===== src/rtl/branch_predict_unit_pkg.sv =====
// Shared constants for the branch predictor: branch funct3 codes and 2-bit counter encodings.
// Latency: n/a (constants and pure functions only).
// Backpressure: n/a.
package branch_predict_unit_pkg;

    // Branch funct3 codes (B-type)
    localparam logic [2:0] FNC_BEQ  = 3'b000;
    localparam logic [2:0] FNC_BNE  = 3'b001;
    localparam logic [2:0] FNC_BLT  = 3'b100;
    localparam logic [2:0] FNC_BGE  = 3'b101;
    localparam logic [2:0] FNC_BLTU = 3'b110;
    localparam logic [2:0] FNC_BGEU = 3'b111;

    // Saturating direction counter states; bit 1 is the taken prediction
    localparam logic [1:0] CTR_SNT   = 2'b00;
    localparam logic [1:0] CTR_WNT   = 2'b01;
    localparam logic [1:0] CTR_WT    = 2'b10;
    localparam logic [1:0] CTR_ST    = 2'b11;
    localparam logic [1:0] CTR_RESET = CTR_WNT;

    function automatic logic [1:0] ctr_inc(input logic [1:0] c);
        return (c == CTR_ST) ? CTR_ST : c + 2'd1;
    endfunction

    function automatic logic [1:0] ctr_dec(input logic [1:0] c);
        return (c == CTR_SNT) ? CTR_SNT : c - 2'd1;
    endfunction

endpackage


===== src/rtl/branch_predict_unit_branch_cmp.sv =====
// Branch condition compare: evaluates funct3 on the two forwarded operands.
// Latency: purely combinational, zero cycles.
// Backpressure: none; output follows inputs.
module branch_cmp
    import branch_predict_unit_pkg::*;
#(
    parameter int XLEN = 32
) (
    input  logic [XLEN-1:0] rs1,
    input  logic [XLEN-1:0] rs2,
    input  logic [2:0]      funct3,
    output logic            taken,
    output logic            legal
);

    logic eq;
    logic lt_s;
    logic lt_u;

    assign eq   = (rs1 == rs2);
    assign lt_s = ($signed(rs1) < $signed(rs2));
    assign lt_u = (rs1 < rs2);

    // Decode funct3; the two unused encodings report illegal and never-taken
    always_comb begin
        taken = 1'b0;
        legal = 1'b1;
        case (funct3)
            FNC_BEQ:  taken = eq;
            FNC_BNE:  taken = !eq;
            FNC_BLT:  taken = lt_s;
            FNC_BGE:  taken = !lt_s;
            FNC_BLTU: taken = lt_u;
            FNC_BGEU: taken = !lt_u;
            default:  legal = 1'b0;
        endcase
    end

endmodule


===== src/rtl/branch_predict_unit.sv =====
// Direct-mapped BTB with 2-bit counters for Fetch, plus Execute branch resolution, training and stats.
// Latency: lookup and resolve are combinational (0 cycles); table/stat updates visible the next cycle.
// Backpressure: none; training is frozen simply by holding r_valid low.
module branch_predict_unit
    import branch_predict_unit_pkg::*;
#(
    parameter int XLEN    = 32,
    parameter int ENTRIES = 16,
    parameter int CNT_W   = 32
) (
    input  logic             clk,
    input  logic             rst_n,
    input  logic [XLEN-1:0]  f_pc,
    output logic             f_pred_taken,
    output logic [XLEN-1:0]  f_pred_targ,
    input  logic             r_valid,
    input  logic [XLEN-1:0]  r_pc,
    input  logic [XLEN-1:0]  r_imm,
    input  logic [XLEN-1:0]  r_rs1,
    input  logic [XLEN-1:0]  r_rs2,
    input  logic [2:0]       r_funct3,
    input  logic             r_pred_taken,
    input  logic [XLEN-1:0]  r_pred_targ,
    output logic             r_taken,
    output logic [XLEN-1:0]  r_targ,
    output logic             r_mispredict,
    output logic [XLEN-1:0]  r_redirect_pc,
    input  logic             clr_stats,
    output logic [CNT_W-1:0] stat_branches,
    output logic [CNT_W-1:0] stat_mispredicts
);

    localparam int IDX = $clog2(ENTRIES);
    localparam int TAG = XLEN - IDX - 2;

    logic [ENTRIES-1:0] btb_vld;
    logic [TAG-1:0]     btb_tag  [ENTRIES];
    logic [XLEN-1:0]    btb_targ [ENTRIES];
    logic [1:0]         btb_ctr  [ENTRIES];

    logic [IDX-1:0] f_idx;
    logic [TAG-1:0] f_tag;
    logic           f_hit;
    logic [IDX-1:0] r_idx;
    logic [TAG-1:0] r_tag;
    logic           r_hit;
    logic           cmp_taken;
    logic           cmp_legal;
    logic           upd;
    logic           unused_pc_lsbs;

    // Word-aligned PCs: the two low bits carry no index or tag information
    assign unused_pc_lsbs = ^{f_pc[1:0], r_pc[1:0]};

    // Fetch lookup; reads pre-update contents, no bypass from a same-cycle train
    assign f_idx        = f_pc[IDX+1:2];
    assign f_tag        = f_pc[XLEN-1:IDX+2];
    assign f_hit        = btb_vld[f_idx] && (btb_tag[f_idx] == f_tag);
    assign f_pred_taken = f_hit && btb_ctr[f_idx][1];
    assign f_pred_targ  = f_pred_taken ? btb_targ[f_idx] : '0;

    branch_cmp #(.XLEN(XLEN)) u_cmp (
        .rs1    (r_rs1),
        .rs2    (r_rs2),
        .funct3 (r_funct3),
        .taken  (cmp_taken),
        .legal  (cmp_legal)
    );

    // Execute resolve; an illegal funct3 resolves not-taken so it mispredicts iff predicted taken
    assign r_targ        = r_pc + r_imm;
    assign r_taken       = r_valid && cmp_legal && cmp_taken;
    assign r_mispredict  = r_valid && ((r_taken != r_pred_taken) ||
                                       (r_taken && (r_pred_targ != r_targ)));
    assign r_redirect_pc = r_taken ? r_targ : r_pc + XLEN'(4);

    assign r_idx = r_pc[IDX+1:2];
    assign r_tag = r_pc[XLEN-1:IDX+2];
    assign r_hit = btb_vld[r_idx] && (btb_tag[r_idx] == r_tag);
    assign upd   = r_valid && cmp_legal;

    // BTB training: taken hits strengthen and refresh target, taken misses allocate weak-taken
    always_ff @(posedge clk or negedge rst_n) begin
        if (!rst_n) begin
            btb_vld <= '0;
            for (int i = 0; i < ENTRIES; i++) begin
                btb_tag[i]  <= '0;
                btb_targ[i] <= '0;
                btb_ctr[i]  <= CTR_RESET;
            end
        end else if (upd) begin
            if (r_taken) begin
                btb_targ[r_idx] <= r_targ;
                if (r_hit) begin
                    btb_ctr[r_idx] <= ctr_inc(btb_ctr[r_idx]);
                end else begin
                    btb_vld[r_idx] <= 1'b1;
                    btb_tag[r_idx] <= r_tag;
                    btb_ctr[r_idx] <= CTR_WT;
                end
            end else if (r_hit) begin
                btb_ctr[r_idx] <= ctr_dec(btb_ctr[r_idx]);
            end
        end
    end

    // Performance counters; clear beats a same-cycle increment, both wrap naturally
    always_ff @(posedge clk or negedge rst_n) begin
        if (!rst_n) begin
            stat_branches    <= '0;
            stat_mispredicts <= '0;
        end else if (clr_stats) begin
            stat_branches    <= '0;
            stat_mispredicts <= '0;
        end else if (upd) begin
            stat_branches <= stat_branches + CNT_W'(1);
            if (r_mispredict) begin
                stat_mispredicts <= stat_mispredicts + CNT_W'(1);
            end
        end
    end

endmodule


===== config.mk =====
export PLATFORM = sky130hd
export DESIGN_NAME = branch_predict_unit
export DESIGN_NICKNAME = d
export VERILOG_FILES = /design/src/rtl/branch_predict_unit_pkg.sv /design/src/rtl/branch_predict_unit_branch_cmp.sv /design/src/rtl/branch_predict_unit.sv
export SDC_FILE = /design/constraint.sdc
export NUM_CORES = 2
export LEC_CHECK = 0
export CAP_MARGIN = 20
export CORE_MARGIN = 1
export CORE_UTILIZATION = 40
export DETAILED_ROUTE_END_ITERATION = 7
export RECOVER_POWER = 50
export REMOVE_ABC_BUFFERS = 1
export SLEW_MARGIN = 30
export SYNTH_ARGS = -nofsm -noshare
export SYNTH_HDL_FRONTEND = slang
export SYNTH_SLANG_ARGS = --single-unit

===== constraint.sdc =====
create_clock -name clk -period 15.35 [get_ports clk]
set_input_delay 3.07 -clock clk [delete_from_list [all_inputs] [get_ports clk]]
set_output_delay 3.07 -clock clk [all_outputs]
set_load 0.02 [all_outputs]

==> results.sh <==
export IMPL_status="finished, violations left"
export IMPL_violations="capacitance limit, slew limit"
export IMPL_critPathLaunchType="input port"
export IMPL_end_kind="asynchronous set/reset pin"
export IMPL_routed_via_count=39955
export IMPL_worst_pin_slew_ns=5.56
export IMPL_power_density_nw_per_um2=132
export IMPL_postSynth_asyncResetShare_pct=100
export IMPL_clock_skew_ns=0.0632
export IMPL_finalPower_mw=8.58
export IMPL_yosys_warnings=0
export IMPL_worstSkewPairLatency_ns=0.75
export IMPL_portBuffers=360
export IMPL_synth_cell_type_count=88
export IMPL_finalHoldViolations=0
export IMPL_grt_max_degree=186
export IMPL_maxSlewHeadroom_pct=-270
export IMPL_synthFlopType="dfrtp_1"
export IMPL_dieArea_um2=140000
export IMPL_track_usage_pct=25.7
export IMPL_cp_arrival_ns=11.97
export IMPL_clockRootBuffer="clkbuf_16"
export IMPL_routed_wl_um=180000
export IMPL_fp_dieH_um=375
export IMPL_grt_pass1_wl_um=268000
export IMPL_drcViolationCount=0
export IMPL_drive_gt1_share_pct=24.4
export IMPL_core_area_um2=138000
export IMPL_gr_total_overflow=0
export IMPL_syn_inst=4727
export IMPL_setup_viol=0
export IMPL_final_cell_mix="dfrtp_1, nand2_1, o21ai_0"
export IMPL_vdd_drop_max_mv=0.0974
export IMPL_io_pins=363
export IMPL_period_minus_slack_ns=11.55
export IMPL_place_congestion=0.933
export IMPL_ys_seq_area_share_pct=46.9
export IMPL_cts_resized=0
export IMPL_ys_seq_elements=1040
export IMPL_cts_tree="done"
export IMPL_cts_path_max_buffers=3
export IMPL_grt_pass1_vias=39716
export IMPL_rsz0062_at_grt="no"
export IMPL_dieWidth_um=375
export IMPL_cts_sinks=1040
export IMPL_avgSynthCellArea_um2=11.7
export IMPL_drv_slew=611
export IMPL_post_cts_buffers=0
export IMPL_numCtsBuffers=111
export IMPL_nets=5172
export IMPL_synth_edf_count=0
export IMPL_fmax_mhz=86.6
export IMPL_min_period_over_period_pct=75.2
export IMPL_drt_iter0_markers=3972
export IMPL_antenna_found_initial=16
export IMPL_drv_cap=8
export IMPL_cts_hold_buf=0
export IMPL_dp_hpwl_um=114000
export IMPL_leakagePower_nw=28.1
export IMPL_path_clk_slew_ns=0.06
export IMPL_rows=136
export IMPL_viasPerCell=5.88
export IMPL_htree_num_levels=3
export IMPL_syn2layout_area_growth_pct=16.7
export IMPL_nFillCells=12464
export IMPL_first_pass_iters=5
export IMPL_criticalPathCategory="input port to asynchronous set/reset pin"
export IMPL_cp_max_fo=148
export IMPL_mostFrequentLayoutCell="dfrtp_1"
export IMPL_finalSetupTns_ns=0
export IMPL_start_util_pct=40.3
export IMPL_hp_class="flop to flop"
export IMPL_syn_area_um2=55500
export IMPL_wl_per_cell_um=26.5
export IMPL_critPathRequiredTime_ns=15.77
export IMPL_drtAntennaViolNets=0
-- path summary, 6_finish.rpt --
path	start	to	slack [ns]	cells past startpoint
worst max-delay path	rst_n	btb_tag[128]	3.80	5
worst min-delay path	btb_targ[145]	btb_targ[145]	0.48	2
worst max register to register	btb_tag[256]	btb_ctr[4]	10.90	11
worst min register to register	btb_targ[145]	btb_targ[145]	0.48	2
max in group clk	r_rs2[10]	r_redirect_pc[23]	3.80	15
min in group asynchronous	rst_n	btb_targ[160]	4.39	1
-- sequential cells by signal, indices dropped and copies added (netlist names) --
register          cells
btb_ctr              32
btb_tag             416
btb_targ            512
btb_vld              16
stat_branches        32
stat_mispredicts     32
-- logic make-up after synthesis --
group	synth area share, %
buffers and inverters	3.69
xor gates and xnor gates	2.74
adders and majority gates	1.59
AOI/OAI and AO/OA	9.30
and+or+nand+nor	9.60
DFF	46.9
muxes	26.2
-- worst max-delay path: stages --
cell and delay [ns]:
clkbuf_1 3.82, buf_12 0.56, clkbuf_1 2.31, buf_16 0.44, clkbuf_2 1.51
-- area by class of cell --
cell class / instances / area (um2) / area share (%)
repair buffers: 472 / 4550 / 7.03
multi-input cells: 3191 / 27800 / 42.9
clock buffers: 165 / 3320 / 5.13
diodes: 9 / 22.5 / 0.0348
inverters: 86 / 324 / 0.500
flip-flops and latches: 1040 / 26000 / 40.2
clock inverters: 42 / 502 / 0.774
well taps: 1794 / 2240 / 3.46
-- Yosys cell counts, types with 12 or more instances --
library cell / count / area, um2
dfrtp_1: 1024 / 25600
ha_1: 69 / 863
buf_1: 37 / 139
xor2_1: 63 / 552
o21ai_0: 630 / 3150
dfstp_2: 16 / 420
nor3_1: 29 / 145
nand2_1: 678 / 2540
mux2i_1: 40 / 400
a2bb2oi_1: 12 / 105
nor4_1: 20 / 125
xnor2_1: 88 / 771
or4_1: 17 / 128
nor2b_1: 51 / 319
a21o_1: 20 / 150
o31ai_1: 13 / 97.6
mux4_2: 417 / 9390
and3_1: 32 / 200
nand2b_1: 36 / 225
nor2_1: 101 / 379
clkbuf_1: 266 / 998
or3_1: 27 / 169
o211ai_1: 17 / 128
inv_1: 86 / 323
nand4_1: 55 / 344
a21oi_1: 101 / 505
nand3_1: 80 / 400
a211oi_1: 17 / 128
mux2_2: 417 / 4700
buf_2: 96 / 480
-- through the flow --
stage | cells | utilization (%) | area (um2) | setup WS (ns) | hold WS (ns)
floorplan | 4317 | - | 53800 | 3.66 | 0.445
global placement | 6577 | 44.2 | 60800 | 3.76 | 0.456
detailed placement | 6577 | 44.2 | 60900 | 3.77 | 0.465
CTS | 6784 | 47.0 | 64700 | 3.77 | 0.478
global route | 6793 | 47.1 | 64800 | 2.07 | 0.490
finish | 6799 | 47.1 | 64800 | 3.80 | 0.475
-- where the power goes --
| group | switching, mW | leakage [nW] | internal [mW] |
|---|---|---|---|
| sequential | 0.366 | 13.7 | 3.38 |
| clock | 1.17 | 1.90 | 1.65 |
| combinational | 0.986 | 12.5 | 1.03 |
-- per-layer routing --
metal / GRT usage, % / vias to the layer above / wire length (um)
li1: - / 17625 / -
met5: 0 / - / 88
met4: 7.87 / 14 / 5490
met2: 39.2 / 1488 / 81600
met3: 6.83 / 300 / 16200
met1: 35.9 / 20528 / 76700
(Power assumes the default switching activity.)
